`src/rtl/cpu_pkg.sv`:
```
// Shared definitions for the 8-bit CPU: instruction field ranges, fetch states, opcodes.
// Imported by the fetch unit, the next-PC unit and control_unit.
package cpu_pkg;

  localparam int OPCODE_MSB = 31;
  localparam int OPCODE_LSB = 24;
  localparam int DEST_MSB   = 23;
  localparam int DEST_LSB   = 16;
  localparam int SRC1_MSB   = 15;
  localparam int SRC1_LSB   = 8;
  localparam int SRC2_MSB   = 7;
  localparam int SRC2_LSB   = 0;

  localparam logic [31:0] PC_STEP = 32'd4;

  typedef enum logic [1:0] {
    ST_IDLE  = 2'd0,
    ST_FETCH = 2'd1,
    ST_ISSUE = 2'd2,
    ST_HALT  = 2'd3
  } fetch_state_e;

  localparam logic [7:0] OP_LOADI = 8'h00;
  localparam logic [7:0] OP_MOV   = 8'h01;
  localparam logic [7:0] OP_ADD   = 8'h02;
  localparam logic [7:0] OP_SUB   = 8'h03;
  localparam logic [7:0] OP_AND   = 8'h04;
  localparam logic [7:0] OP_OR    = 8'h05;
  localparam logic [7:0] OP_J     = 8'h06;
  localparam logic [7:0] OP_BEQ   = 8'h07;

  // Signed word offset scaled to a byte displacement.
  function automatic logic [31:0] word_offset(input logic [7:0] off);
    return {{22{off[7]}}, off, 2'b00};
  endfunction

endpackage

```
`src/rtl/pc_next_unit.sv`:
```
// Combinational next-PC: PC+4, plus a scaled signed offset on jump or taken beq.
// Zero latency; no flow control.
module pc_next_unit
  import cpu_pkg::*;
(
  input  logic [31:0] pc_i,
  input  logic [7:0]  offset_i,
  input  logic        jump_i,
  input  logic        branch_i,
  input  logic        zero_i,
  output logic [31:0] next_pc_o
);

  logic [31:0] seq_pc;
  logic        take;

  assign seq_pc    = pc_i + PC_STEP;
  // Jump wins when both flags are set; the result is the same target either way.
  assign take      = jump_i | (branch_i & zero_i);
  assign next_pc_o = take ? (seq_pc + word_offset(offset_i)) : seq_pc;

endmodule

```
`src/rtl/instruction_fetch_unit.sv`:
```
// Holds the PC, fetches from instruction memory and issues one word at a time to control_unit.
// Fetch latency >= 1 cycle after entry; STALL holds the issued word; busy past MAX_WAIT halts.
module instruction_fetch_unit
  import cpu_pkg::*;
#(
  parameter logic [31:0] RESET_PC = 32'h0000_0000,
  parameter int unsigned MAX_WAIT = 15
) (
  input  logic        CLK,
  input  logic        RESET,
  input  logic [31:0] IMEM_RDATA,
  input  logic        IMEM_BUSYWAIT,
  input  logic        STALL,
  input  logic        JUMP,
  input  logic        BRANCH,
  input  logic        ZERO,
  input  logic [7:0]  OFFSET,
  output logic        IMEM_READ,
  output logic [31:0] IMEM_ADDR,
  output logic [31:0] PC,
  output logic [31:0] INSTRUCTION,
  output logic        INSTR_VALID,
  output logic        FETCH_ERR
);

  localparam int CW = $clog2(MAX_WAIT + 1);

  fetch_state_e state_q, state_d;
  logic [31:0]  pc_q, pc_d;
  logic [31:0]  instr_q, instr_d;
  logic         vld_q, vld_d;
  logic         err_q, err_d;
  logic [CW-1:0] cnt_q, cnt_d;
  logic [31:0]  next_pc;

  pc_next_unit u_pc_next (
    .pc_i      (pc_q),
    .offset_i  (OFFSET),
    .jump_i    (JUMP),
    .branch_i  (BRANCH),
    .zero_i    (ZERO),
    .next_pc_o (next_pc)
  );

  always_ff @(posedge CLK or negedge RESET) begin
    if (!RESET) begin
      state_q <= ST_IDLE;
      pc_q    <= RESET_PC;
      instr_q <= 32'd0;
      vld_q   <= 1'b0;
      err_q   <= 1'b0;
      cnt_q   <= '0;
    end else begin
      state_q <= state_d;
      pc_q    <= pc_d;
      instr_q <= instr_d;
      vld_q   <= vld_d;
      err_q   <= err_d;
      cnt_q   <= cnt_d;
    end
  end

  always_comb begin
    state_d = state_q;
    pc_d    = pc_q;
    instr_d = instr_q;
    vld_d   = vld_q;
    err_d   = err_q;
    cnt_d   = cnt_q;
    unique case (state_q)
      ST_IDLE: begin
        cnt_d   = '0;
        state_d = ST_FETCH;
      end
      // Sampling only happens once state_q is FETCH, so the entry edge never captures data.
      ST_FETCH: begin
        if (!IMEM_BUSYWAIT) begin
          instr_d = IMEM_RDATA;
          vld_d   = 1'b1;
          cnt_d   = '0;
          state_d = ST_ISSUE;
        end else if (cnt_q == CW'(MAX_WAIT)) begin
          err_d   = 1'b1;
          state_d = ST_HALT;
        end else begin
          cnt_d = cnt_q + CW'(1);
        end
      end
      ST_ISSUE: begin
        if (!STALL) begin
          pc_d    = next_pc;
          vld_d   = 1'b0;
          state_d = ST_FETCH;
        end
      end
      ST_HALT: begin
        state_d = ST_HALT;
      end
      default: state_d = ST_IDLE;
    endcase
  end

  assign IMEM_READ   = (state_q == ST_FETCH);
  assign IMEM_ADDR   = pc_q;
  assign PC          = pc_q;
  assign INSTRUCTION = instr_q;
  assign INSTR_VALID = vld_q;
  assign FETCH_ERR   = err_q;

endmodule

```
`config.mk`:
```
export PLATFORM = sky130hd
export DESIGN_NAME = instruction_fetch_unit
export DESIGN_NICKNAME = d
export VERILOG_FILES = /design/src/rtl/cpu_pkg.sv /design/src/rtl/pc_next_unit.sv /design/src/rtl/instruction_fetch_unit.sv
export SDC_FILE = /design/constraint.sdc
export NUM_CORES = 1
export LEC_CHECK = 0
export CORE_MARGIN = 1.5
export CORE_UTILIZATION = 50
export DETAILED_ROUTE_END_ITERATION = 6
export PLACE_DENSITY = 0.82
export SYNTH_ARGS = -nofsm -noshare
export SYNTH_HDL_FRONTEND = slang
export SYNTH_SLANG_ARGS = --single-unit
```
`constraint.sdc`:
```
create_clock -name CLK -period 4.7 [get_ports CLK]
set_input_delay 0.47 -clock CLK [delete_from_list [all_inputs] [get_ports CLK]]
set_output_delay 0.47 -clock CLK [all_outputs]
set_load 0.1 [all_outputs]
```
* After elaboration in Yosys (flattened, before gate mapping)
Cells that the tools add are included.
W data, S select, Z words.
** Storage, ports and cells
- Output and inout port bits :: 99
- Flip-flop bits (word level) :: 72
- Logic and storage cells :: 41
- Input port bits :: 47
** Operators by class
- Reduce and logical (&&, ||, !) cells :: 9
- Mux-type cells :: 11
- Bitwise logic cells :: 4
- Equality and inequality tests :: 8
- Add/sub/neg operators :: 3
** Operators by type and width (count)
- $add A32 B3 Y32 const B :: 1
- $add A32 B32 Y32 :: 1
- $mux W32 :: 1
- $mux W4 :: 2
- $pmux W2 S4 :: 1
- $pmux W4 S2 :: 1
- $reduce_and A2 Y1 :: 4
- $mux W2 :: 3
- $reduce_and A3 Y1 :: 2
- $add A4 B1 Y4 const B :: 1
- $eq A2 B2 Y1 const B :: 2
- $eq A4 B4 Y1 const B :: 1
- $ne A2 B2 Y1 const B :: 2
- $reduce_bool A2 Y1 :: 2
- $ne A3 B2 Y1 const B :: 1
- $ne A3 B3 Y1 const B :: 1
- $eq A2 B1 Y1 const B :: 1
- $logic_not A2 Y1 :: 1
- $mux W1 :: 2
- $not A1 Y1 :: 2
- $pmux W1 S2 :: 1
- $and A1 B1 Y1 :: 1
- $or A1 B1 Y1 :: 1

* Longest topological paths before layout
Gate-level depths: netlist of run 1.
- Depth after elaboration :: 4
- Gate-level depth with buffers :: 18

* Hierarchy
From an unflattened synthesis of run 1, not the netlist that was laid out.
** Unflattened totals
- Cell total of the unflattened synthesis :: 578
- Area, all modules :: 5571.6 um2
** Modules (own cells, without submodules)
- instruction_fetch_unit :: cells each 204, times used 1, area each 3017.9 um2, seq. area each 1801.7 um2
- pc_next_unit :: cells each 374, times used 1, area each 2553.7 um2, seq. area each 0.0 um2

* Worst setup path after synthesis of run 1
No wires, ideal clock.
- Path kind :: reg2reg
- Start point :: register pc_q[3], in the netlist IMEM_ADDR[3]
- End point :: register pc_q[31], in the netlist IMEM_ADDR[31]
- Library setup time :: 0.162 ns
- Buffers on the path :: 0
- Cell stages (with the launch flop) :: 16
- Setup slack :: 0.133 ns
- Arrival :: 4.405 ns
- Clock period less this slack :: 4.567 ns
- Cell sequence :: dfrtp_1 ha_1 and3_1 nand3_1 nor4_1 nand4_1 xnor2_1 ha_1 nand2_1 nor3_1 and3_4 a2111oi_4 a31oi_1 o211ai_2 mux2i_1 xor2_1
** Between the ends
- Cells in the longest elaborated chain, start to end :: 3
** RTL lines
- from (decl) :: line instruction_fetch_unit.sv:29 : logic [31:0] pc_q, pc_d;
- from (signal assigned) :: line instruction_fetch_unit.sv:55 : pc_q <= pc_d;
- $add A32 B3 Y32 (*) :: line pc_next_unit.sv:17 : assign seq_pc = pc_i + PC_STEP;
- $add A32 B32 Y32 :: line pc_next_unit.sv:20 : assign next_pc_o = take ? (seq_pc + word_offset(offset_i)) : seq_pc;
- $mux W32 (*) :: line pc_next_unit.sv:20
Mark *: on every way between the ends. The rest lies on a longest branch, timed or not.
A chain may end at the register's enable or synchronous reset.

* Final worst setup path of run 1
Ends and elaborated chain as after synthesis.

==> results of run 1 <==
-- cell usage after synthesis, types with 2 or more instances --
cell / n / area [sq um]
a211o_1: 2 / 17.5
nand4_1: 14 / 87.6
dfrtp_1: 70 / 1750
a31oi_1: 11 / 68.8
and2_1: 3 / 18.8
or2_2: 2 / 12.5
nand2_1: 56 / 210
xnor2_1: 30 / 263
ha_1: 38 / 475
nand3_1: 21 / 105
nor4_1: 2 / 12.5
a21oi_1: 63 / 315
nor3_1: 19 / 95.1
a32oi_1: 2 / 17.5
and3_1: 14 / 87.6
a21o_1: 15 / 113
xor2_1: 16 / 140
a211oi_1: 2 / 15.0
o21ai_0: 34 / 170
o21bai_1: 7 / 52.6
o31ai_1: 3 / 22.5
a22oi_1: 5 / 37.5
mux2i_1: 4 / 40.0
mux2_2: 32 / 360
buf_4: 35 / 263
inv_1: 13 / 48.8
o211ai_1: 4 / 30.0
clkbuf_1: 22 / 82.6
nand2b_1: 3 / 18.8
nor2_1: 44 / 165
o22ai_1: 9 / 56.3
a41oi_1: 2 / 17.5
nor3b_1: 2 / 15.0
nor2b_1: 4 / 25.0
or3_1: 5 / 31.3
-- worst max-delay path, cell delays in order, from the launching register on --
cell	delay, ns
dfrtp_1	0.47
ha_1	0.25
and3_1	0.16
nand3_1	0.21
nor3_1	0.25
xor2_1	0.23
ha_1	0.33
nand2_1	0.10
nand2_1	0.09
or3_1	0.32
a211o_1	0.34
and3_4	0.18
a2111oi_4	0.46
a31oi_1	0.17
o211ai_2	0.18
mux2i_1	0.24
xor2_1	0.17
-- per-stage QoR --
step                       util  std cells  hold slack (ns)  worst slack, ns  instance area, sq um
after global placement    0.648        856            0.467            0.760                  6750
after CTS                 0.667        872            0.108            0.511                  6950
after global routing      0.667        872            0.132            0.158                  6950
after detailed placement  0.648        856            0.466            0.519                  6750
after floorplan               -        630            0.174            0.133                  5450
final                     0.667        872           0.0955            0.457                  6950
-- kinds of logic (layout without fill, tap and decap cells) --
group	count (synthesis)	in the layout	share of synthesized area
simple gates	193	193	0.170
compound gates	170	170	0.195
buf+inv	72	178	0.0739
flops	70	70	0.322
xor+xnor	46	46	0.0741
fa+ha+maj	39	39	0.0911
mux	36	36	0.0736
other cells	1	4	0.000690
-- flip-flops by register name (all words and copies together), names as in the netlist --
| name | cells |
|---|---|
| INSTRUCTION | 32 |
| IMEM_ADDR | 30 |
| cnt_q | 4 |
| state_q | 2 |
| FETCH_ERR | 1 |
| INSTR_VALID | 1 |
-- path summary, 6_finish.rpt --
path | slack, ns | to | cells after the start
max | 0.46 | IMEM_ADDR[31]$_DFFE_PN0P_ | 16
min | 0.1 | cnt_q[2]$_DFFE_PN0P_ | 1
max reg2reg | 0.46 | IMEM_ADDR[31]$_DFFE_PN0P_ | 16
min reg2reg | 0.48 | FETCH_ERR$_DFFE_PN0P_ | 1
max in group asynchronous | 3.56 | INSTRUCTION[16]$_DFFE_PN0P_ | 2
min in group CLK | 0.48 | FETCH_ERR$_DFFE_PN0P_ | 1
-- layer usage --
| layer | GRT usage | wire, um |
|---|---|---|
| met1 | 0.364 | 6510 |
| met2 | 0.466 | 7850 |
| met3 | 0.0496 | 1340 |
| met4 | 0.0990 | 379 |
| met5 | 0 | 0 |
-- area by class of cell --
cell class                 count  area, sq um  share of cell area
clock inverter                 6         70.1              0.0101
inverter                      14         52.6             0.00756
sequential                    70         1750               0.252
timing repair buffer         148         1460               0.210
multi-input combinational    488         3320               0.477
clock buffer                  10          128              0.0184
tap                          136          170              0.0245
==> summary.txt, run 1 <==
STA
  – Max Freq: about 0.24 GHz
  – Number of hold-slack violations in the final timing report: 0
  – Setup TNS after final layout: 0 ns
  – Crit path time final: between 4 and 5 ns
  – Transition time at the pin with the least slew margin: roughly 1.0 ns
  – Number of slew-limit violations in the final report: 0
  – Slew Limit Headroom: 0.314
  – Unrepaired setup endpoints after global routing: false
  – Max Clock Skew: between 0.01 and 0.015 ns
  – Portion of the clock cycle consumed by the worst path in the final layout: 0.903
  – Final setup vio count: 0

Synth
  – Yosys warning total: 0
  – Number of enable-type register cells in the synthesized netlist: 0
  – Cells after synthesis: between 600 and 700
  – Post-synthesis average cell area: ~8.7 sq um
  – Main flop type after synthesis: dfrtp_1
  – Count of different cell masters after synthesis: 54
  – Post-Synthesis Cell Area: 5440 sq um
  – Async set or reset register ratio after synthesis: 1.00
  – Number of synthesized register bits: 70
  – Part of the Yosys area used for sequential elements: 0.322

CTS
  – Clk_lat worst skew: about 0.36 ns
  – Root Buffer Master: clkbuf_8
  – H-tree levels: 3
  – CTS tree: done
  – Clock slew seen by the registers of the worst setup and hold paths: around 0.090 ns
  – Post-CTS resize count: 0
  – Maximum count of clock buffers along a single path: 2
  – Number of hold buffers added after cts: 0
  – Post-CTS setup-driven buffer insertion count: 0
  – Number of buffers inserted during clock tree synthesis: 9
  – CTS sink cnt: 70

Routing
  – Total via count after detailed routing: ~5,200
  – Total DRC errors in the routed layout: 0
  – Final routed wire length divided by cell count: approximately 18 um
  – Antenna Violating Nets Remaining: 0
  – Via/cell ratio: roughly 6
  – Count of TritonRoute iterations in the first routing pass: 5
  – Overall routed net length: about 16,000 um
  – Initial DRC count: 391

Place
  – Final weighted congestion of routability-driven global placement: 0.942
  – Half-perimeter wire length after placement: 12,000 um
  – IO buf count: around 140

Worst hold path
  – Type of the most critical hold path: in -> async

Layout
  – Top library cells by usage in the layout, fill and taps aside: clkdlybuf4s50_1 (140), dfrtp_1 (70), a21oi_1 (62)
  – Fraction of final layout cells sized beyond drive strength 1: 0.0883
  – Number of nets in the layout: 817
  – Diode count: 0
  – Filler Cells Inserted: ~860
  – Layout area overhead: 27.8%
  – Most common cell after layout, fill and taps aside: clkdlybuf4s50_1

Worst setup path
  – Type of origin of the critical path: flip-flop
  – Timing startpoint of the critical path: IMEM_ADDR[3]$_DFFE_PN0P_
  – Crit path required time: roughly 5.0 ns
  – Endpoint class of the critical path: flip-flop
  – Max Fanout on Critical Path: 7
  – R2r startpoint: IMEM_ADDR[3]$_DFFE_PN0P_
  – Crit path arrival time: approximately 4.5 ns
  – CP Class: reg -> reg

Status
  – Result of the run: complete, no violations

GRT
  – Largest net degree at the start of global routing: slightly below 50
  – Initial antenna violation count: 0
  – Number of global-route vias before repair: just over 5,000
  – Overall track demand over capacity in global routing: 0.280
  – Final global-route overflow total: 0
  – Global-route wire length before repair: roughly 25,000 um

Flow run
  – MaxCap Viol Count: 0

Floorplan
  – Effective utilization at floorplan: 0.522
  – Total die area: ~12,000 sq um
  – Top Ports: ~150
  – Area of the core region: between 10,000 and 15,000 sq um
  – Number of rows in the core area: 37
  – Die span in x: around 110 um
  – Height of the die: about 110 um
Power of run 1 is left out: the tool's default activity adds up to more than one toggle a clock period on the data nets, which glitch-free logic cannot reach.
==> run 2: changes to the inputs <==
- CORE_UTILIZATION: 50 -> 35
- PLACE_DENSITY: 0.82 -> default
==> run 2 against run 1 <==
  * Via count down 1.5%
  * Register-to-register slack better by 0.04 ns
  * Wire length up 0.78%
  * Global-route usage down 7.9 points
  * Utilization down 20 points
  * Flip-flop and latch count unchanged
  * Highest routed layer unchanged
==> summary.txt, run 2 (synthesis gave the netlist of run 1 again) <==
Status
  – Result of the run: complete, no violations

CTS
  – Clock slew seen by the registers of the worst setup and hold paths: 0.06 ns (-0.03 ns)
  – CTS sink cnt: 70 (unchanged)
  – Number of buffers inserted during clock tree synthesis: 9 (unchanged)
  – Post-CTS resize count: 0 (unchanged)
  – Root Buffer Master: clkbuf_16
  – Clk_lat worst skew: 0.34 ns (-0.02 ns)
  – Number of hold buffers added after cts: 0 (unchanged)
  – H-tree levels: 3 (unchanged)
  – Post-CTS setup-driven buffer insertion count: 0 (unchanged)
  – CTS tree: done
  – Maximum count of clock buffers along a single path: 2 (unchanged)

GRT
  – Largest net degree at the start of global routing: 47 (-4.1%)
  – Routing usage on met3: 0.0369 (-0.0128)
  – Final global-route overflow total: 0 (unchanged)
  – Met1 Usage GRT: 0.272 (-0.0919)
  – Number of global-route vias before repair: 4,941 (-3.3%)
  – Met2 track demand over resource: 0.325 (-0.141)
  – Initial antenna violation count: 0 (unchanged)
  – Overall track demand over capacity in global routing: 0.200 (-0.0793)
  – Global-route wire length before repair: 25,800 um (+1.2%)
  – Routing layer with the top usage in global route: met2

Worst setup path
  – Critical Path Most Common Cell: o21ai_0
  – Endpoint class of the critical path: flip-flop
  – Crit path arrival time: 4.40 ns (-0.12 ns)
  – Crit path required time: 4.89 ns (-0.09 ns)
  – CP Class: reg -> reg
  – Kind of cell adding the most delay to the critical path: compound AO/OA/AOI/OAI gates
  – Type of origin of the critical path: flip-flop
  – Combined buffer and inverter count along the critical path: 0 (unchanged)
  – Cell chain of the critical path: and3_1 -> and3_1 -> and2_1 -> nand2_1 -> or3_1 -> xnor2_1 -> ha_1 -> a21oi_1 -> o21ai_0 -> a21oi_1 -> o21ai_0 -> a21o_1 -> a21o_1 -> a41oi_1 -> o21ai_0 -> mux2i_1 -> o311ai_0
  – Max Fanout on Critical Path: 7 (unchanged)
  – Critical-path top delay cell: dfrtp_1
  – Delay of the slowest critical-path stage: 0.45 ns (-0.02 ns)

Routing
  – Final routed wire length divided by cell count: 17.5 um (-5.1%)
  – Via/cell ratio: 5.55 (-7.2%)
  – Count of TritonRoute iterations in the first routing pass: 4 (-1)
  – Antenna Violating Nets Remaining: 0 (unchanged)
  – Total DRC errors in the routed layout: 0 (unchanged)
  – Overall routed net length: 16,200 um (+0.78%)
  – Initial DRC count: 253 (-35%)
  – Total via count after detailed routing: 5,139 (-1.5%)

Layout
  – Flip-flop count of the largest register, all copies and words added: 32 (unchanged)
  – Diode count: 0 (unchanged)
  – Most common cell after layout, fill and taps aside: clkdlybuf4s50_1
  – Fraction of final layout cells sized beyond drive strength 1: 0.0908 (+0.00247)
  – Top library cells by usage in the layout, fill and taps aside: clkdlybuf4s50_1 (140), dfrtp_1 (70), a21oi_1 (62)
  – Number of nets in the layout: 819 (+0.24%)
  – Layout area overhead: 30.7%
  – Filler Cells Inserted: 1,485 (+74%)

STA
  – Setup TNS after final layout: 0 ns (unchanged)
  – Number of hold-slack violations in the final timing report: 0 (unchanged)
  – Portion of the clock cycle consumed by the worst path in the final layout: 0.895 (-0.00750)
  – Number of slew-limit violations in the final report: 0 (unchanged)
  – Unrepaired setup endpoints after global routing: false
  – Crit path time final: 4.21 ns (-0.0352 ns)
  – Transition time at the pin with the least slew margin: 1.21 ns (+0.184 ns)
  – Slew Limit Headroom: 0.192 (-0.122)
  – Least setup slack across all paths after layout: 0.492 ns (+0.0352 ns)
  – Final setup vio count: 0 (unchanged)
  – Max Freq: 0.238 GHz (+0.84%)
  – Max Clock Skew: 0.00958 ns (-0.00219 ns)

Floorplan
  – Effective utilization at floorplan: 0.358 (-0.164)
  – Die span in x: 128 um (+19%)
  – Area of the core region: 15,200 sq um (+46%)
  – Height of the die: 128 um (+19%)
  – Top Ports: 146 (unchanged)
  – Number of rows in the core area: 45 (+22%)
  – Total die area: 16,300 sq um (+42%)

Place
  – IO buf count: 141 (unchanged)
  – Pre-CTS setup slack: 0.563 ns (+0.0439 ns)
  – Half-perimeter wire length after placement: 12,000 um (+0.29%)
  – Final weighted congestion of routability-driven global placement: 0.881 (-6.5%)

Worst hold path
  – Type of the most critical hold path: in -> async

Flow run
  – MaxCap Viol Count: 0 (unchanged)
==> run 2: cell type report <==
cell class	instances	area, sq um	share of cell area
clock inverter	5	35.0	0.00493
sequential	70	1750	0.246
clock buffer	11	243	0.0341
tap	188	235	0.0331
timing repair buffer	150	1470	0.207
multi-input combinational	488	3320	0.467
inverter	14	52.6	0.00739
==> run 2: worst register-to-register path, cell delays in order, from the launching register on <==
cell,delay (ns)
dfrtp_1,0.45
and3_1,0.24
and3_1,0.25
and2_1,0.22
nand2_1,0.15
or3_1,0.44
xnor2_1,0.22
ha_1,0.30
a21oi_1,0.23
o21ai_0,0.21
a21oi_1,0.20
o21ai_0,0.10
a21o_1,0.18
a21o_1,0.18
a41oi_1,0.21
o21ai_0,0.17
mux2i_1,0.16
o311ai_0,0.15
==> run 2: path summary, 6_finish.rpt <==
path,from,endpoint,slack [ns],cells after the start
max in group asynchronous,RESET,INSTRUCTION[26]$_DFFE_PN0P_,3.51,2
max reg2reg,IMEM_ADDR[4]$_DFFE_PN0P_,IMEM_ADDR[30]$_DFFE_PN0P_,0.49,17
min,RESET,FETCH_ERR$_DFFE_PN0P_,0.17,1
min reg2reg,FETCH_ERR$_DFFE_PN0P_,FETCH_ERR$_DFFE_PN0P_,0.48,1
max,IMEM_ADDR[4]$_DFFE_PN0P_,IMEM_ADDR[30]$_DFFE_PN0P_,0.49,17
min in group CLK,FETCH_ERR$_DFFE_PN0P_,FETCH_ERR$_DFFE_PN0P_,0.48,1
==> run 2: stage by stage <==
step | utilization | instances | hold slack (ns) | instance area [sq um]
floorplan | - | 630 | 0.174 | 5450
global placement | 0.449 | 910 | 0.465 | 6830
detailed placement | 0.449 | 910 | 0.469 | 6830
CTS | 0.468 | 926 | 0.191 | 7110
global route | 0.468 | 926 | 0.222 | 7110
finish | 0.468 | 926 | 0.173 | 7110
==> run 2: routing by layer <==
layer  vias to the layer above  part of all wire
met5                         -                 0
met4                         0             0.019
met3                        23             0.051
met2                       174              0.48
met1                      2498              0.45
li1                       2444                 -
Power of run 2 is left out for the same reason.
==> run 3: changes to the inputs <==
- TNS_END_PERCENT: default -> 20
==> results of run 3 <==
Same layout as run 2: the final DEF is identical, and so are final timing and power.
Power of run 3 is left out for the same reason.
